<file path="src/rtl/mod_pkg.sv">
// -----------------------------------------------------------------------------
// mod_pkg
// Definitions shared by the BPSK modulator and the correlation demodulator:
// symbol geometry, the 32-entry offset sine table, the DAC midscale code and
// the modulator state encoding.
// -----------------------------------------------------------------------------
package mod_pkg;

  localparam int SAMPLES_PER_SYM = 32;
  localparam int PHASE_W         = 5;

  localparam logic [7:0] MID_LEVEL = 8'h40;

  // SIN[k] = 0x40 + round(64*sin(2*pi*k/32)). Index 0 is the leftmost entry.
  localparam logic [0:SAMPLES_PER_SYM-1][7:0] SINE_LUT = {
    8'h40, 8'h4C, 8'h58, 8'h64, 8'h6D, 8'h75, 8'h7B, 8'h7F,
    8'h80, 8'h7F, 8'h7B, 8'h75, 8'h6D, 8'h64, 8'h58, 8'h4C,
    8'h40, 8'h34, 8'h28, 8'h1C, 8'h13, 8'h0B, 8'h05, 8'h01,
    8'h00, 8'h01, 8'h05, 8'h0B, 8'h13, 8'h1C, 8'h28, 8'h34
  };

  typedef enum logic {
    IDLE,
    SEND
  } mod_state_t;

endpackage

</file>
<file path="src/rtl/mod_bit_fifo.sv">
// -----------------------------------------------------------------------------
// mod_bit_fifo
// 1-bit-wide synchronous FIFO. Pushes while full and pops while empty are
// ignored. dout shows the oldest entry whenever empty is low.
//
// Ports:
//   clk_fast  in   clock
//   rst       in   asynchronous active-low reset (empties the FIFO)
//   push      in   write din this cycle
//   pop       in   discard the head entry this cycle
//   din       in   data bit to write
//   dout      out  head entry (valid when !empty)
//   full      out  no free slot
//   empty     out  no stored entry
// -----------------------------------------------------------------------------
module mod_bit_fifo #(
  parameter int DEPTH = 4
) (
  input  logic clk_fast,
  input  logic rst,
  input  logic push,
  input  logic pop,
  input  logic din,
  output logic dout,
  output logic full,
  output logic empty
);

  localparam int AW = $clog2(DEPTH);

  // Pointers carry one extra wrap bit so full and empty are distinguishable.
  logic [AW:0]      wr_ptr;
  logic [AW:0]      rd_ptr;
  logic [DEPTH-1:0] mem;
  logic             do_push;
  logic             do_pop;

  assign do_push = push && !full;
  assign do_pop  = pop && !empty;

  assign empty = (wr_ptr == rd_ptr);
  assign full  = (wr_ptr[AW] != rd_ptr[AW]) && (wr_ptr[AW-1:0] == rd_ptr[AW-1:0]);
  assign dout  = mem[rd_ptr[AW-1:0]];

  always_ff @(posedge clk_fast or negedge rst) begin
    if (!rst) begin
      wr_ptr <= '0;
      rd_ptr <= '0;
    end else begin
      if (do_push) wr_ptr <= wr_ptr + 1'b1;
      if (do_pop)  rd_ptr <= rd_ptr + 1'b1;
    end
  end

  // Storage needs no reset: the pointers alone define which entries are live.
  always_ff @(posedge clk_fast) begin
    if (do_push) mem[wr_ptr[AW-1:0]] <= din;
  end

endmodule

</file>
<file path="src/rtl/bpsk_modulator.sv">
// -----------------------------------------------------------------------------
// bpsk_modulator
// Buffers a serial bit stream and emits one 32-sample BPSK symbol per bit on
// the DAC path, one sample per clk_fast cycle. Bit 1 sends the offset sine as
// stored, bit 0 sends it mirrored about midscale (8'h80 - SIN[k]). Queued bits
// follow each other without any idle sample in between.
//
// Build option: define DIFF_ENC_EN for differential encoding (DBPSK). A
// reference phase, cleared only by reset, toggles on every popped 0 bit and
// selects the mirrored waveform when set.
//
// Ports:
//   clk_fast   in   sample clock
//   rst        in   asynchronous active-low reset
//   bit_in     in   data bit to transmit
//   bit_valid  in   bit_in is valid
//   bit_ready  out  FIFO can accept a bit
//   wav_out    out  registered DAC sample (IDLE_LEVEL when no symbol)
//   wav_valid  out  wav_out carries a symbol sample
//   sym_start  out  high with sample index 0 of each symbol
//   busy       out  a symbol is in progress or bits are queued
// -----------------------------------------------------------------------------
module bpsk_modulator
  import mod_pkg::*;
#(
  parameter int         FIFO_DEPTH = 4,
  parameter logic [7:0] IDLE_LEVEL = MID_LEVEL
) (
  input  logic       clk_fast,
  input  logic       rst,
  input  logic       bit_in,
  input  logic       bit_valid,
  output logic       bit_ready,
  output logic [7:0] wav_out,
  output logic       wav_valid,
  output logic       sym_start,
  output logic       busy
);

  localparam logic [PHASE_W-1:0] LAST_PHASE = PHASE_W'(SAMPLES_PER_SYM - 1);

  mod_state_t         state;
  logic [PHASE_W-1:0] phase;
  logic               cur_bit;     // 1 = send the sine as stored
  logic               fifo_dout;
  logic               fifo_full;
  logic               fifo_empty;
  logic               push;
  logic               pop;
  logic               load_bit;    // polarity taken on by the next symbol

  // Stored sine sample or its mirror about midscale; 8'h80 - SIN[k] stays
  // inside 0x00..0x80 so no saturation is needed.
  function automatic logic [7:0] sample_for(input logic noninv,
                                            input logic [PHASE_W-1:0] idx);
    logic [7:0] s;
    s = SINE_LUT[idx];
    return noninv ? s : (8'h80 - s);
  endfunction

  assign bit_ready = !fifo_full;
  assign push      = bit_valid && bit_ready;
  // Fetch a bit when idle, or at the last sample so the next symbol is gapless.
  assign pop       = !fifo_empty && ((state == IDLE) || (phase == LAST_PHASE));
  assign busy      = (state == SEND) || !fifo_empty;

  mod_bit_fifo #(
    .DEPTH(FIFO_DEPTH)
  ) u_fifo (
    .clk_fast(clk_fast),
    .rst     (rst),
    .push    (push),
    .pop     (pop),
    .din     (bit_in),
    .dout    (fifo_dout),
    .full    (fifo_full),
    .empty   (fifo_empty)
  );

`ifdef DIFF_ENC_EN
  logic ref_phase;
  // New ref_phase is ref_phase ^ ~bit; the symbol is non-inverted when it is 0.
  assign load_bit = ref_phase ^ fifo_dout;
`else
  assign load_bit = fifo_dout;
`endif

  always_ff @(posedge clk_fast or negedge rst) begin
    if (!rst) begin
      state     <= IDLE;
      phase     <= '0;
      cur_bit   <= 1'b0;
      wav_out   <= IDLE_LEVEL;
      wav_valid <= 1'b0;
      sym_start <= 1'b0;
`ifdef DIFF_ENC_EN
      ref_phase <= 1'b0;
`endif
    end else begin
`ifdef DIFF_ENC_EN
      if (pop) ref_phase <= ref_phase ^ ~fifo_dout;
`endif
      case (state)
        IDLE: begin
          wav_out   <= IDLE_LEVEL;
          wav_valid <= 1'b0;
          sym_start <= 1'b0;
          if (pop) begin
            cur_bit <= load_bit;
            phase   <= '0;
            state   <= SEND;
          end
        end
        SEND: begin
          wav_out   <= sample_for(cur_bit, phase);
          wav_valid <= 1'b1;
          sym_start <= (phase == '0);
          phase     <= phase + 1'b1;
          if (phase == LAST_PHASE) begin
            if (pop) cur_bit <= load_bit;
            else     state   <= IDLE;
          end
        end
        default: state <= IDLE;
      endcase
    end
  end

endmodule

</file>
<file path="config.mk">
export PLATFORM = sky130hd
export DESIGN_NAME = bpsk_modulator
export DESIGN_NICKNAME = d
export VERILOG_FILES = /design/src/rtl/mod_pkg.sv /design/src/rtl/mod_bit_fifo.sv /design/src/rtl/bpsk_modulator.sv
export SDC_FILE = /design/constraint.sdc
export NUM_CORES = 1
export LEC_CHECK = 0
export ABC_AREA = 1
export BUFFER_PORTS_ARGS = -buffer_cell sky130_fd_sc_hd__clkbuf_2
export CAP_MARGIN = 40
export CORE_MARGIN = 10
export CORE_UTILIZATION = 50
export DETAILED_ROUTE_END_ITERATION = 8
export PLACE_DENSITY = 0.8
export SLEW_MARGIN = 10
export SYNTH_ARGS = -nofsm -noshare
export SYNTH_HDL_FRONTEND = slang
export SYNTH_SLANG_ARGS = --single-unit
</file>
<file path="constraint.sdc">
create_clock -name clk_fast -period 5.7 [get_ports clk_fast]
set_clock_uncertainty 0.15 [all_clocks]
set_input_delay 1.14 -clock clk_fast [delete_from_list [all_inputs] [get_ports clk_fast]]
set_output_delay 1.14 -clock clk_fast [all_outputs]
set_load 0.1 [all_outputs]
</file>
==> impl_metrics.csv <==
group,metric,value,unit
min_path,min-delay-start,"u_fifo.wr_ptr[2]$_DFFE_PN0P_",
clocking,post_cts_buffers,0,
critical_path,cpPeakStageDelay,0.44,ns
critical_path,path_class,"register to output pin",
clocking,numCtsBuffers,3,
cells_and_area,fill_cells,310,
synth,syn_area_per_cell,8.62,um^2
synth,synthTopCellsByArea,"dfrtp_1, ha_1, nand2_1, edfxtp_1, nand2_2",
sta,relSlewSlack,63.9,%
critical_path,crit_required,4.41,ns
cells_and_area,final_nets,247,
floorplanning,initial_utilization,53.4,%
critical_path,cp_slowest_cell,"dfrtp_1",
synth,yosysTopAreaCell,"dfrtp_1",
sta,max_freq,324,MHz
synth,yosysSeqAreaShare,37.9,%
detailed_routing,drc,0,
synth,syn_inst,213,
sta,setup_slack,2.61,ns
cells_and_area,drive_gt1_share,24.2,%
critical_path,rrSetupSlack,3.23,ns
cells_and_area,syn_to_final_growth,7.22,%
floorplanning,ios,16,
floorplanning,dieWidth,80.6,um
critical_path,reg2reg_depth,12,
sta,setup_viol,0,
synth,synth_cell_type_count,39,
grt,globalRouteOverflowTotal,0,
cells_and_area,diodes,0,
floorplanning,design.core.area,0.00344,mm^2
synth,synth_top_area_share,30.0,%
clocking,cts_tree,"yes",
clocking,clockBufferDepth,2,
sta,fin_crit,3.09,ns
synth,synthesis.area,0.00184,mm^2
detailed_routing,via_count,1423,
detailed_routing,wl_per_cell,12.5,um
grt,antenna_found_initial,0,
synth,ys_dominant_reg_cell,"dfrtp_1",
synth,synth_async_sr_flop_share,85.2,%
flow_run,drv_cap,0,
detailed_routing,routed_via_density,5.21,
critical_path,worstSetupEndpointType,"output pin",
clocking,clock-sinks,27,
critical_path,reg2reg_from,"phase[0]$_DFFE_PN0P_",
critical_path,cp.arrival,1.80,ns
sta,slew_violations,0,
detailed_routing,finalWirelength,3400,um
clocking,clk_latency,0.27,ns
min_path,hold_class,"register to register",
cells_and_area,final_cell_mix,"nand2_1, dfrtp_1, nor2_1, inv_1",
grt,grt_max_degree,24,
synth,synth_nets,232,
synth,ys.warnings.count,0,
sta,max_slew.worst_pin.slew,0.542,ns
clocking,cts_resized,0,
critical_path,start_kind,"register",
min_path,hold_depth,1,
sta,layout_worst_path_cycle_share,54.2,%
critical_path,crit_fanout,5,
grt,grt_util_all_layers,11.2,%
run_status,status,"completed",
floorplanning,dieArea,0.00650,mm^2
clocking,cts_hold_buf,0,
synth,synth_edf_count,4,
detailed_routing,ant_nets,0,
sta,setup_tns,0,ns
detailed_routing,drt_iter0_markers,103,
synth,synth_seq_cells,27,
place,dp_hpwl,2660,um
place,io_buffers,15,
sta,rsz0062_at_grt,"no",
clocking,clk_pin_slew,0.09,ns
sta,hold_viol,0,
cells_and_area,layout_commonest_cell,"nand2_1",
grt,grt_pass1_vias,1382,
critical_path,reg2reg_to,"wav_out[4]$_DFF_PN0_",
floorplanning,rows,21,
detailed_routing,drt_pass1_iterations,4,
clocking,cts_root_buffer,"clkbuf_8",
critical_path,path_cells,"xnor2_1 > nand3b_1 > or2_2 > clkbuf_2",
place,finalWeightedCongestion,0.803,
grt,grt_first_pass_wirelength,6000,um
place,pre_cts_slack,2.95,ns
min_path,min_to,"u_fifo.wr_ptr[2]$_DFFE_PN0P_",
clocking,cts_max_level,1,
floorplanning,chipHeight,80.6,um
[per-stage QoR]
step / util (%) / hold slack, ns / cell area [um^2] / cells
finish: 57.2 / 0.338 / 1970 / 273
global route: 57.2 / 0.372 / 1970 / 273
CTS: 57.2 / 0.345 / 1970 / 273
detailed placement: 55.8 / 0.330 / 1920 / 269
global placement: 55.8 / 0.324 / 1920 / 269
floorplan: - / 0.232 / 1840 / 213
[critical path, delay by kind of cell (launching register included)]
kind                      cells  cell delay, ns
and+or+nand+nor               2            0.49
xor gates and xnor gates      1            0.20
DFF                           1            0.44
buffers and inverters         1            0.38
[synth_stat cells (all sizes together) (2+ instances only)]
cell / n
a21oi: 10
buf: 5
dfrtp: 22
edfxtp: 4
ha: 15
inv: 21
nand2: 58
nand3: 20
nor2: 22
nor3: 3
o211ai: 2
o21ai: 13
xnor2: 2
xor2: 6
[worst max-delay path by stage]
stage | startpoint | end | slack (ns) | cells past startpoint
floorplan | u_fifo.wr_ptr[1]$_DFFE_PN0P_ | bit_ready | 3.04 | 2
global placement | u_fifo.wr_ptr[1]$_DFFE_PN0P_ | busy | 2.95 | 4
detailed placement | u_fifo.wr_ptr[1]$_DFFE_PN0P_ | busy | 2.95 | 4
CTS | u_fifo.wr_ptr[1]$_DFFE_PN0P_ | busy | 2.61 | 4
global route | u_fifo.rd_ptr[0]$_DFFE_PN0P_ | busy | 2.50 | 4
finish | u_fifo.rd_ptr[1]$_DFFE_PN0P_ | busy | 2.61 | 4
[state kept, by name, summed over array words and instances (netlist names)]
| name | cells |
|---|---|
| cur_bit | 1 |
| u_fifo.mem | 4 |
| state | 1 |
| wav_valid | 1 |
| wav_out | 8 |
| phase | 5 |
| u_fifo.wr_ptr | 3 |
| sym_start | 1 |
| u_fifo.rd_ptr | 3 |
[logic make-up after synthesis]
kind of cell             count (synthesis)  synth area share (%)
multiplexers                             1                 0.613
buffers and inverters                   27                  7.43
adder cells (fa/ha/maj)                 15                  10.2
XOR/XNOR                                 8                  3.81
AO/OA/AOI/OAI                           28                  10.0
AND/OR/NAND/NOR                        107                  30.0
flip-flops                              27                  37.9
[final cells by class]
type | count | area [um^2] | area share (%)
Clock inverter | 1 | 7.51 | 0.381
Inverter | 22 | 87.6 | 4.45
Sequential cell | 27 | 697 | 35.4
Tap cell | 46 | 57.6 | 2.92
Multi-Input combinational cell | 159 | 1000 | 51.0
Timing Repair Buffer | 15 | 75.1 | 3.81
Clock buffer | 3 | 41.3 | 2.10
[routing by layer]
metal | GRT usage (%) | part of all wire, %
met1 | 13.8 | 47
met5 | 0 | 0
met2 | 18.1 | 45
met4 | 3.87 | 1.4
met3 | 3.45 | 6.9
Power is not shown: default switching activity piles up to over one toggle a cycle in this logic, so the estimate is an artifact.
